===== src/rtl/mips_pkg.sv =====
// Shared MIPS datapath definitions: widths, opcodes and the EX control bundle.
package mips_pkg;

  localparam int unsigned DW = 32;
  localparam int unsigned RW = 5;

  localparam logic [5:0] OP_RTYPE = 6'h00;
  localparam logic [5:0] OP_BEQ   = 6'h04;
  localparam logic [5:0] OP_BNE   = 6'h05;
  localparam logic [5:0] OP_ADDI  = 6'h08;
  localparam logic [5:0] OP_SLTI  = 6'h0A;
  localparam logic [5:0] OP_ANDI  = 6'h0C;
  localparam logic [5:0] OP_ORI   = 6'h0D;
  localparam logic [5:0] OP_LUI   = 6'h0F;
  localparam logic [5:0] OP_LW    = 6'h23;
  localparam logic [5:0] OP_SW    = 6'h2B;

  typedef struct packed {
    logic reg_write;
    logic mem_read;
    logic mem_write;
  } ex_ctrl_t;

endpackage


===== src/rtl/id_decode.sv =====
// Light instruction decode: control bits, destination register and immediate.
module id_decode
  import mips_pkg::*;
(
  input  logic [DW-1:0] i_instr,
  output logic          o_reg_write,
  output logic          o_mem_read,
  output logic          o_mem_write,
  output logic [RW-1:0] o_dest,
  output logic [DW-1:0] o_imm
);

  logic [5:0] w_op;
  assign w_op = i_instr[31:26];

  // Control bits and destination; a zero destination never writes.
  always_comb begin
    o_reg_write = 1'b0;
    o_mem_read  = 1'b0;
    o_mem_write = 1'b0;
    o_dest      = '0;
    case (w_op)
      OP_RTYPE: begin
        o_reg_write = 1'b1;
        o_dest      = i_instr[15:11];
      end
      OP_ADDI, OP_SLTI, OP_LUI, OP_ANDI, OP_ORI: begin
        o_reg_write = 1'b1;
        o_dest      = i_instr[20:16];
      end
      OP_LW: begin
        o_reg_write = 1'b1;
        o_mem_read  = 1'b1;
        o_dest      = i_instr[20:16];
      end
      OP_SW: o_mem_write = 1'b1;
      default: ;
    endcase
    if (o_dest == '0) o_reg_write = 1'b0;
  end

  // Logical immediates are zero-extended, everything else sign-extended.
  always_comb begin
    o_imm = {{(DW-16){i_instr[15]}}, i_instr[15:0]};
    if (w_op == OP_ANDI || w_op == OP_ORI) o_imm = {{(DW-16){1'b0}}, i_instr[15:0]};
  end

endmodule


===== src/rtl/id_ex_stage.sv =====
// Decode stage with write-back bypass, load-use hazard detection and ID/EX register.
module id_ex_stage
  import mips_pkg::*;
#(
  parameter logic [15:0] StallCountMax = 16'hFFFF
) (
  input  logic          i_clock,
  input  logic          i_reset,
  input  logic [DW-1:0] i_instr,
  input  logic          i_instr_valid,
  input  logic          i_flush,
  output logic [RW-1:0] o_read1,
  output logic [RW-1:0] o_read2,
  input  logic [DW-1:0] i_data1,
  input  logic [DW-1:0] i_data2,
  input  logic          i_wb_reg_write,
  input  logic [RW-1:0] i_wb_write_reg,
  input  logic [DW-1:0] i_wb_write_data,
  output logic          o_stall,
  output logic          o_ex_valid,
  output logic [DW-1:0] o_ex_a,
  output logic [DW-1:0] o_ex_b,
  output logic [DW-1:0] o_ex_imm,
  output logic [RW-1:0] o_ex_rs,
  output logic [RW-1:0] o_ex_rt,
  output logic [RW-1:0] o_ex_dest,
  output logic          o_ex_reg_write,
  output logic          o_ex_mem_read,
  output logic          o_ex_mem_write,
  output logic [5:0]    o_ex_opcode,
  output logic [5:0]    o_ex_funct,
  output logic [15:0]   o_stall_count
);

  logic [RW-1:0] w_rs, w_rt, w_dest;
  logic [DW-1:0] w_imm, w_op_a, w_op_b;
  logic          w_reg_write, w_mem_read, w_mem_write, w_hazard, w_wb_hit;

  logic          r_valid;
  ex_ctrl_t      r_ctrl;
  logic [DW-1:0] r_a, r_b, r_imm;
  logic [RW-1:0] r_rs, r_rt, r_dest;
  logic [5:0]    r_opcode, r_funct;
  logic [15:0]   r_count;

  assign w_rs    = i_instr[25:21];
  assign w_rt    = i_instr[20:16];
  assign o_read1 = w_rs;
  assign o_read2 = w_rt;

  id_decode u_decode (
    .i_instr     (i_instr),
    .o_reg_write (w_reg_write),
    .o_mem_read  (w_mem_read),
    .o_mem_write (w_mem_write),
    .o_dest      (w_dest),
    .o_imm       (w_imm)
  );

  // Same-edge write-back bypass and conservative load-use hazard check.
  always_comb begin
    w_wb_hit = i_wb_reg_write && (i_wb_write_reg != '0);
    w_op_a   = (w_wb_hit && i_wb_write_reg == w_rs) ? i_wb_write_data : i_data1;
    w_op_b   = (w_wb_hit && i_wb_write_reg == w_rt) ? i_wb_write_data : i_data2;
    w_hazard = r_valid && r_ctrl.mem_read && (r_dest != '0) && i_instr_valid &&
               ((w_rs == r_dest) || (w_rt == r_dest));
    o_stall  = w_hazard && !i_flush;
  end

  // ID/EX register: bubbles clear only the valid/control/dest fields.
  always_ff @(posedge i_clock) begin
    if (i_reset) begin
      r_valid  <= 1'b0;
      r_ctrl   <= '0;
      r_a      <= '0;
      r_b      <= '0;
      r_imm    <= '0;
      r_rs     <= '0;
      r_rt     <= '0;
      r_dest   <= '0;
      r_opcode <= '0;
      r_funct  <= '0;
    end else if (i_flush || w_hazard || !i_instr_valid) begin
      r_valid <= 1'b0;
      r_ctrl  <= '0;
      r_dest  <= '0;
    end else begin
      r_valid  <= 1'b1;
      r_ctrl   <= '{reg_write: w_reg_write, mem_read: w_mem_read, mem_write: w_mem_write};
      r_a      <= w_op_a;
      r_b      <= w_op_b;
      r_imm    <= w_imm;
      r_rs     <= w_rs;
      r_rt     <= w_rt;
      r_dest   <= w_dest;
      r_opcode <= i_instr[31:26];
      r_funct  <= i_instr[5:0];
    end
  end

  // Saturating count of inserted load-use bubbles.
  always_ff @(posedge i_clock) begin
    if (i_reset) begin
      r_count <= '0;
    end else if (o_stall && (r_count != StallCountMax)) begin
      r_count <= r_count + 16'd1;
    end
  end

  assign o_ex_valid     = r_valid;
  assign o_ex_reg_write = r_ctrl.reg_write;
  assign o_ex_mem_read  = r_ctrl.mem_read;
  assign o_ex_mem_write = r_ctrl.mem_write;
  assign o_ex_a         = r_a;
  assign o_ex_b         = r_b;
  assign o_ex_imm       = r_imm;
  assign o_ex_rs        = r_rs;
  assign o_ex_rt        = r_rt;
  assign o_ex_dest      = r_dest;
  assign o_ex_opcode    = r_opcode;
  assign o_ex_funct     = r_funct;
  assign o_stall_count  = r_count;

endmodule


===== config.mk =====
export PLATFORM = sky130hd
export DESIGN_NAME = id_ex_stage
export DESIGN_NICKNAME = d
export VERILOG_FILES = /design/src/rtl/mips_pkg.sv /design/src/rtl/id_decode.sv /design/src/rtl/id_ex_stage.sv
export SDC_FILE = /design/constraint.sdc
export NUM_CORES = 1
export LEC_CHECK = 0
export BUFFER_PORTS_ARGS = -buffer_cell sky130_fd_sc_hd__buf_2
export CAP_MARGIN = 20
export CORE_ASPECT_RATIO = 0.75
export CORE_MARGIN = 5
export CORE_UTILIZATION = 52
export DETAILED_ROUTE_END_ITERATION = 10
export GPL_TIMING_DRIVEN = 0
export PLACE_DENSITY = 0.87
export REMOVE_ABC_BUFFERS = 1
export SYNTH_ARGS = -nofsm -noshare
export SYNTH_HDL_FRONTEND = slang
export SYNTH_HIERARCHICAL = 1
export SYNTH_SLANG_ARGS = --single-unit

===== constraint.sdc =====
create_clock -name i_clock -period 3.6 [get_ports i_clock]
set_clock_uncertainty 0.2 [all_clocks]
set_input_delay 0.36 -clock i_clock [delete_from_list [all_inputs] [get_ports i_clock]]
set_output_delay 0.36 -clock i_clock [all_outputs]
set_load 0.02 [all_outputs]

==> key figures, run 1 <==
Setup path
  – Critical path class: flip-flop to flip-flop
  – Critical Path RT: 3.69 ns
  – Crit end category: flip-flop
  – Crit path DAT: 2.73 ns
  – Setup crit start kind: flip-flop
  – Crit Path Max Fanout: 31
  – Reg2Reg Depth: 7

Clocking
  – Num CTS Buffers: 17
  – CTS tree: built
  – H-Tree Depth: 4
  – Post-CTS Setup Repair Bufs: 0
  – Maximum clock path buffer count: 2
  – Cells resized by post-CTS repair: 0
  – Clk sinks: 143
  – Root Buffer: clkbuf_16
  – Clock slew at reported path FFs: 0.06 ns
  – Clk Latency, worst-skew pair: 0.40 ns

Cells and area
  – Post-layout nets: 1118
  – Design area: 0.008514 mm2
  – Area delta synth->final: 30.66%
  – N_diodes: 0
  – Layout cell share with drive strength beyond 1: 0.3548
  – Final Core Density: 0.6944

Pwr
  – Total power: 3.962 mW
  – Max IR drop VDD: 0.4218 mV
  – Pwr dens: 465.3 mW/mm2
  – Leakage power: 3.759 nW

Place
  – Post-DP HPWL: 13640 um
  – Port bufs: 291
  – RePlAce Congestion: 0.8436
  – Post-Place Cell Area: 0.007838 mm2
  – Pre-CTS WS: 0.7851 ns

Route
  – Initial DRC count: 287
  – DR pass1 iterations: 5
  – Routed wire per std cell: 16.25 um
  – DRC violation count after routing: 0
  – Vias per cell: 5.242
  – Antenna Nets Post-Route: 0
  – Via Count: 6070
  – WL final: 18820 um

Synth
  – Cell count after synthesis: 738
  – Yosys cell types: 46
  – Main synth FF type: dfxtp_1
  – Area contributors post-synth: dfxtp_1 (44%), mux2i_1 (10%), a211oi_1 (7.5%)
  – Cell taking the most area after synthesis: dfxtp_1
  – Seq cells post-synth: 143
  – Seq/Total Area, Yosys: 0.4393
  – Average cell area after synthesis: 8.830 um2
  – Asr flop ratio synth: 0
  – Top cell type's share of synthesized area: 0.4393
  – Synthesized cell area: 0.006516 mm2
  – EDFF count, synth: 0
  – Synth warn: 6

Hold path
  – Worst Hold Class: input pin to flip-flop
  – Hold Path Depth: 3

STA
  – Final hold viol count: 0
  – Final setup violating endpoints: 0
  – RSZ-0062 raised after global routing: false
  – Pins Over Slew Limit: 0
  – Final WS setup: 0.9530 ns
  – Peak Freq: 0.3778 GHz
  – Normalized max-slew margin: 0.4005
  – Hold WS: 0.03078 ns
  – Final Cycle Share: 0.7353
  – Final min period: 2.647 ns
  – Worst slew pin tran: 0.8958 ns

Die
  – Io pins: 292
  – Site row count: 35
  – Initial core utilization: 0.5314
  – Die X: 139.3 um
  – Die ar.: 0.01489 mm2
  – Core box area: 0.01226 mm2
  – Die Ht: 106.9 um

Global routing
  – Overflow after GRT: 0
  – Largest net degree at the start of global routing: 76
  – Vias in the first global route: 5992
  – First-pass GRT wire length: 30170 um
  – Initial antenna violation count: 0
  – Gr usage total: 0.2485

Job
  – # Max-Cap Violations: 0

Run status
  – Status: finished, final reports clean
## routing by layer
layer,global-route usage,vias up,routed length (um),share of wire
met1,0.2905,2760,7561,0.40
li1,-,3012,-,-
met4,0.08450,0,514,0.027
met3,0.09229,35,1736,0.092
met2,0.4228,263,9008,0.48
met5,0,-,0,0
## where the power goes
group	leakage, nW	internal [mW]	switching, mW
clock	0.273	0.977	0.721
sequential	1.17	1.66	0.0361
combinational	2.31	0.218	0.350
total	3.76	2.85	1.11
## layout make-up
cell class | count | area (um2)
clock buffers | 17 | 425.4
clock inverters | 15 | 151.4
fillers | 987 | 3747
inverters | 3 | 11.26
multi-input cells | 502 | 3112
flip-flops and latches | 143 | 2863
well taps | 166 | 207.7
repair buffers | 312 | 1744
## worst max-delay path, stage by stage (launching register included)
cell     delay (ns)
dfxtp_1        0.42
xor2_1         0.12
nor3_2         0.27
a22oi_4        0.17
o21ai_4        0.75
buf_16         0.24
nor2_1         0.12
and2_1         0.24
## layout by cell type (no fill, tap or decap), types with 7 or more instances in the layout
cell type and n:
a211oi_1 65, a21oi_1 55, and2_1 8, buf_2 290, clkbuf_16 17, dfxtp_1 143, dlygate4sd3_1 10, mux2i_1 65
nand2_1 117, nand4_1 11, nor2_1 91, nor2b_1 7, xnor2_1 11, xor2_1 14
## path summary, 6_finish.rpt
check,startpoint,endpoint,slack (ns)
hold / removal,i_instr[13],o_ex_imm[13],0.03
hold reg to reg,o_ex_rt[0],o_ex_rt[0],0.25
setup / recovery,o_ex_dest[0],o_ex_dest[0],0.95
setup reg to reg,o_ex_dest[0],o_ex_dest[0],0.95
## cell families after synthesis
family	count (synthesis)	synth area share
simple gates	267	0.1834
flops	143	0.4393
compound gates	137	0.1438
buf+inv	93	0.08544
mux	72	0.1125
xor+xnor	25	0.03360
fa+ha+maj	1	0.001920
## state kept, by name, indices dropped and copies added (netlist names), 5 cells and up
| register | count |
|---|---|
| o_stall_count | 16 |
| o_ex_dest | 5 |
| o_ex_opcode | 6 |
| o_ex_a | 32 |
| o_ex_rs | 5 |
| o_ex_rt | 5 |
| o_ex_b | 32 |
| o_ex_funct | 6 |
| o_ex_imm | 32 |
## timing repair
| action | 4_1_cts | 5_1_grt |
|---|---|---|
| endpoints found under the hold margin | 14 | 0 |
| setup endpoints to repair | 0 | 0 |
| hold buffers | 10 | 0 |
## metrics by stage
stage | std cells | TNS, ns
finish | 1158 | 0
global route | 1158 | 0
CTS | 1158 | 0
detailed placement | 1116 | 0
global placement | 1105 | -295.14
floorplan | 648 | -134.10
## Yosys cell counts (6+ instances only)
cell type	instances
a211oi_1	65
a21oi_1	55
a22o_1	6
and2_1	8
buf_2	23
buf_4	43
clkbuf_1	19
dfxtp_1	143
mux2i_1	65
nand2_1	117
nand4_1	11
nor2_1	91
nor2b_1	7
nor3_1	6
xnor2_1	11
xor2_1	14
Note: power is estimated with default switching activity, not from simulation.
==> run 2, diff against run 1 <==
--- a/config.mk
+++ b/config.mk
@@ -9,10 +9,10 @@
 export CAP_MARGIN = 20
 export CORE_ASPECT_RATIO = 0.75
 export CORE_MARGIN = 5
-export CORE_UTILIZATION = 52
+export CORE_UTILIZATION = 48
 export DETAILED_ROUTE_END_ITERATION = 10
 export GPL_TIMING_DRIVEN = 0
-export PLACE_DENSITY = 0.87
+export PLACE_DENSITY = 0.81
 export REMOVE_ABC_BUFFERS = 1
 export SYNTH_ARGS = -nofsm -noshare
 export SYNTH_HDL_FRONTEND = slang
==> constraint.sdc (replaced) <==
create_clock -name i_clock -period 2.5 [get_ports i_clock]
set_clock_uncertainty 0.2 [all_clocks]
set_input_delay 0.25 -clock i_clock [delete_from_list [all_inputs] [get_ports i_clock]]
set_output_delay 0.25 -clock i_clock [all_outputs]
set_load 0.02 [all_outputs]
==> run 2 against run 1 <==
Compared with the run above:
- cell count grew 10%
- worst hold slack lost 0.021 ns
- sequential cell count is the same
- non-clock buffer count grew 113
- sequential share of layout area shrank 4.1 points
- count of clock-buffer cells in the layout is the same
- utilization grew 4.4 points
- setup slack lost 0.86 ns
- global-route usage grew 2.5 points
- register-to-register slack lost 0.86 ns
- via count grew 13%
==> key figures, run 2 (synthesis gave the netlist of run 1 again) <==
Place
  – Port bufs: 291
  – Post-DP HPWL: 13600 um
  – RePlAce Congestion: 0.8078
  – Post-Place Cells: 1121
  – Pre-CTS WS: -0.3321 ns

Pwr
  – Int Pwr: 4.343 mW
  – NetSw: 1.705 mW
  – Logic gate share of total power: 0.164
  – Leakage power: 4.276 nW
  – Pwr dens: 622.7 mW/mm2
  – Sw frac: 0.2819
  – Max IR drop VDD: 0.5384 mV
  – Share of power burned in registers: 0.404
  – Clock power share: 0.432

Global routing
  – Overflow after GRT: 0
  – Gr usage total: 0.2733
  – First-pass GRT wire length: 34980 um
  – Initial antenna violation count: 1
  – Largest net degree at the start of global routing: 82
  – Vias in the first global route: 6873

Route
  – Antenna Nets Post-Route: 0
  – WL final: 22920 um
  – Routed wire per std cell: 17.93 um
  – Initial DRC count: 454
  – DRC violation count after routing: 0
  – DR pass1 iterations: 5
  – Via Count: 6874
  – Vias per cell: 5.379

Setup path
  – Critical Path RT: 2.59 ns
  – Crit-path max cell delay: 0.44 ns
  – R2R Setup Slk: 0.09 ns
  – Reg2Reg Depth: 8
  – Critical path class: flip-flop to flip-flop
  – FF-to-FF End: o_stall_count[4]
  – Crit-path cells: xor2_1, nor3_2, a22oi_4, buf_6, a311oi_4, buf_4, nand4_1, mux2_1
  – Slowest CP cell: dfxtp_1
  – Crit end category: flip-flop
  – Critical path's top delay family: flip-flops
  – Setup crit start kind: flip-flop
  – Buf/Inv on CP: 2
  – FF-to-FF Start: o_ex_dest[4]
  – Crit Path Max Fanout: 9
  – Crit path DAT: 2.50 ns

Cells and area
  – Final Core Density: 0.7385
  – Most common cell after layout, fill and taps aside: buf_2
  – Post-layout nets: 1232
  – Layout cell share with drive strength beyond 1: 0.3327
  – FILL cells: 917
  – Area delta synth->final: 49.06%
  – Commonest non-fill, non-tap cells in the layout: buf_2 (290), dfxtp_1 (143), nand2_1 (117), dlygate4sd3_1 (112), nor2_1 (90)
  – Final std cells w/o fill: 1278

Die
  – Core box area: 0.01315 mm2
  – Site row count: 36
  – Die X: 144.5 um
  – Initial core utilization: 0.4954
  – Die ar.: 0.01603 mm2
  – Die Ht: 110.9 um
  – Io pins: 292

Hold path
  – WHS Endpoint: o_ex_b[19]
  – Worst Hold Class: input pin to flip-flop
  – Hold Path Depth: 3
  – Hold_sp: i_wb_write_data[19]

STA
  – Final Cycle Share: 0.9627
  – RSZ-0062 raised after global routing: false
  – Final min period: 2.407 ns
  – Final WS setup: 0.09316 ns
  – Final hold viol count: 0
  – Peak Freq: 0.4155 GHz
  – Normalized max-slew margin: 0.5161
  – Worst slew pin tran: 0.7258 ns
  – Post-route setup TNS: 0 ns
  – Pins Over Slew Limit: 0
  – Final setup violating endpoints: 0

Clocking
  – CTS tree: built
  – Clk Latency, worst-skew pair: 0.41 ns
  – Maximum clock path buffer count: 2
  – H-Tree Depth: 4
  – Clk sinks: 143
  – Clock slew at reported path FFs: 0.07 ns
  – Root Buffer: clkbuf_16
  – Num CTS Buffers: 17

Job
  – # Max-Cap Violations: 0

Run status
  – Status: finished, final reports clean
[run 2: power groups by stage]
stage | Sequential (mW) | Combinational (mW) | Clock, mW
detailed placement | 2.49 | 0.799 | 0
global placement | 2.49 | 0.796 | 0
global route | 2.46 | 1.06 | 2.74
floorplan | 2.63 | 0.278 | 0
CTS | 2.44 | 0.946 | 2.66
finish | 2.44 | 0.990 | 2.61
[run 2: timing repair]
action,in CTS,in global routing
gates cloned,1,1
endpoints found under the hold margin,93,0
endpoints found under the setup margin,38,85
hold buffers,112,0
pin swaps,4,4
setup buffers,2,8
gates resized for setup,2,3
[run 2: worst max path at each step]
stage | end | from | cells past startpoint
after CTS | o_ex_b[13] | i_wb_write_reg[1] | 9
after detailed placement | o_ex_a[13] | i_instr[17] | 9
after floorplan | o_ex_a[0] | o_ex_dest[2] | 5
after global placement | o_ex_a[29] | i_instr[21] | 6
after global routing | o_stall_count[4] | o_ex_dest[4] | 8
final | o_stall_count[4] | o_ex_dest[4] | 8
[run 2: per-stage QoR]
step	cell area [um2]	hold slack, ns	total power [mW]
2_1_floorplan	5971	0.1191	2.907
3_3_place_gp	7641	0.2382	3.281
3_5_place_dp	7848	0.2430	3.290
4_1_cts	9615	0.0006714	6.050
5_1_grt	9713	0.01180	6.262
6_report	9713	0.009484	6.048
[run 2: worst min-delay path: stages]
cell and delay, ns:
buf_2 0.12, mux2i_1 0.13, a211oi_1 0.08
[run 2: layer usage]
| metal | vias up | global-route usage | wire, um |
|---|---|---|---|
| met5 | - | 0 | 0 |
| met4 | 0 | 0.1274 | 838 |
| met3 | 72 | 0.08409 | 2154 |
| met2 | 368 | 0.4641 | 11320 |
| met1 | 3209 | 0.3103 | 8606 |
| li1 | 3225 | - | - |
[run 2: area by class of cell]
| class | instances | area, um2 | share of cell area |
|---|---|---|---|
| Inverter | 3 | 11.26 | 0.001159 |
| Tap cell | 171 | 214.0 | 0.02203 |
| Antenna cell | 1 | 2.502 | 0.0002576 |
| Clock inverter | 15 | 188.9 | 0.01945 |
| Clock buffer | 17 | 425.4 | 0.04380 |
| Sequential cell | 143 | 2863 | 0.2947 |
| Multi-Input combinational cell | 503 | 3136 | 0.3228 |
| Timing Repair Buffer | 425 | 2873 | 0.2958 |
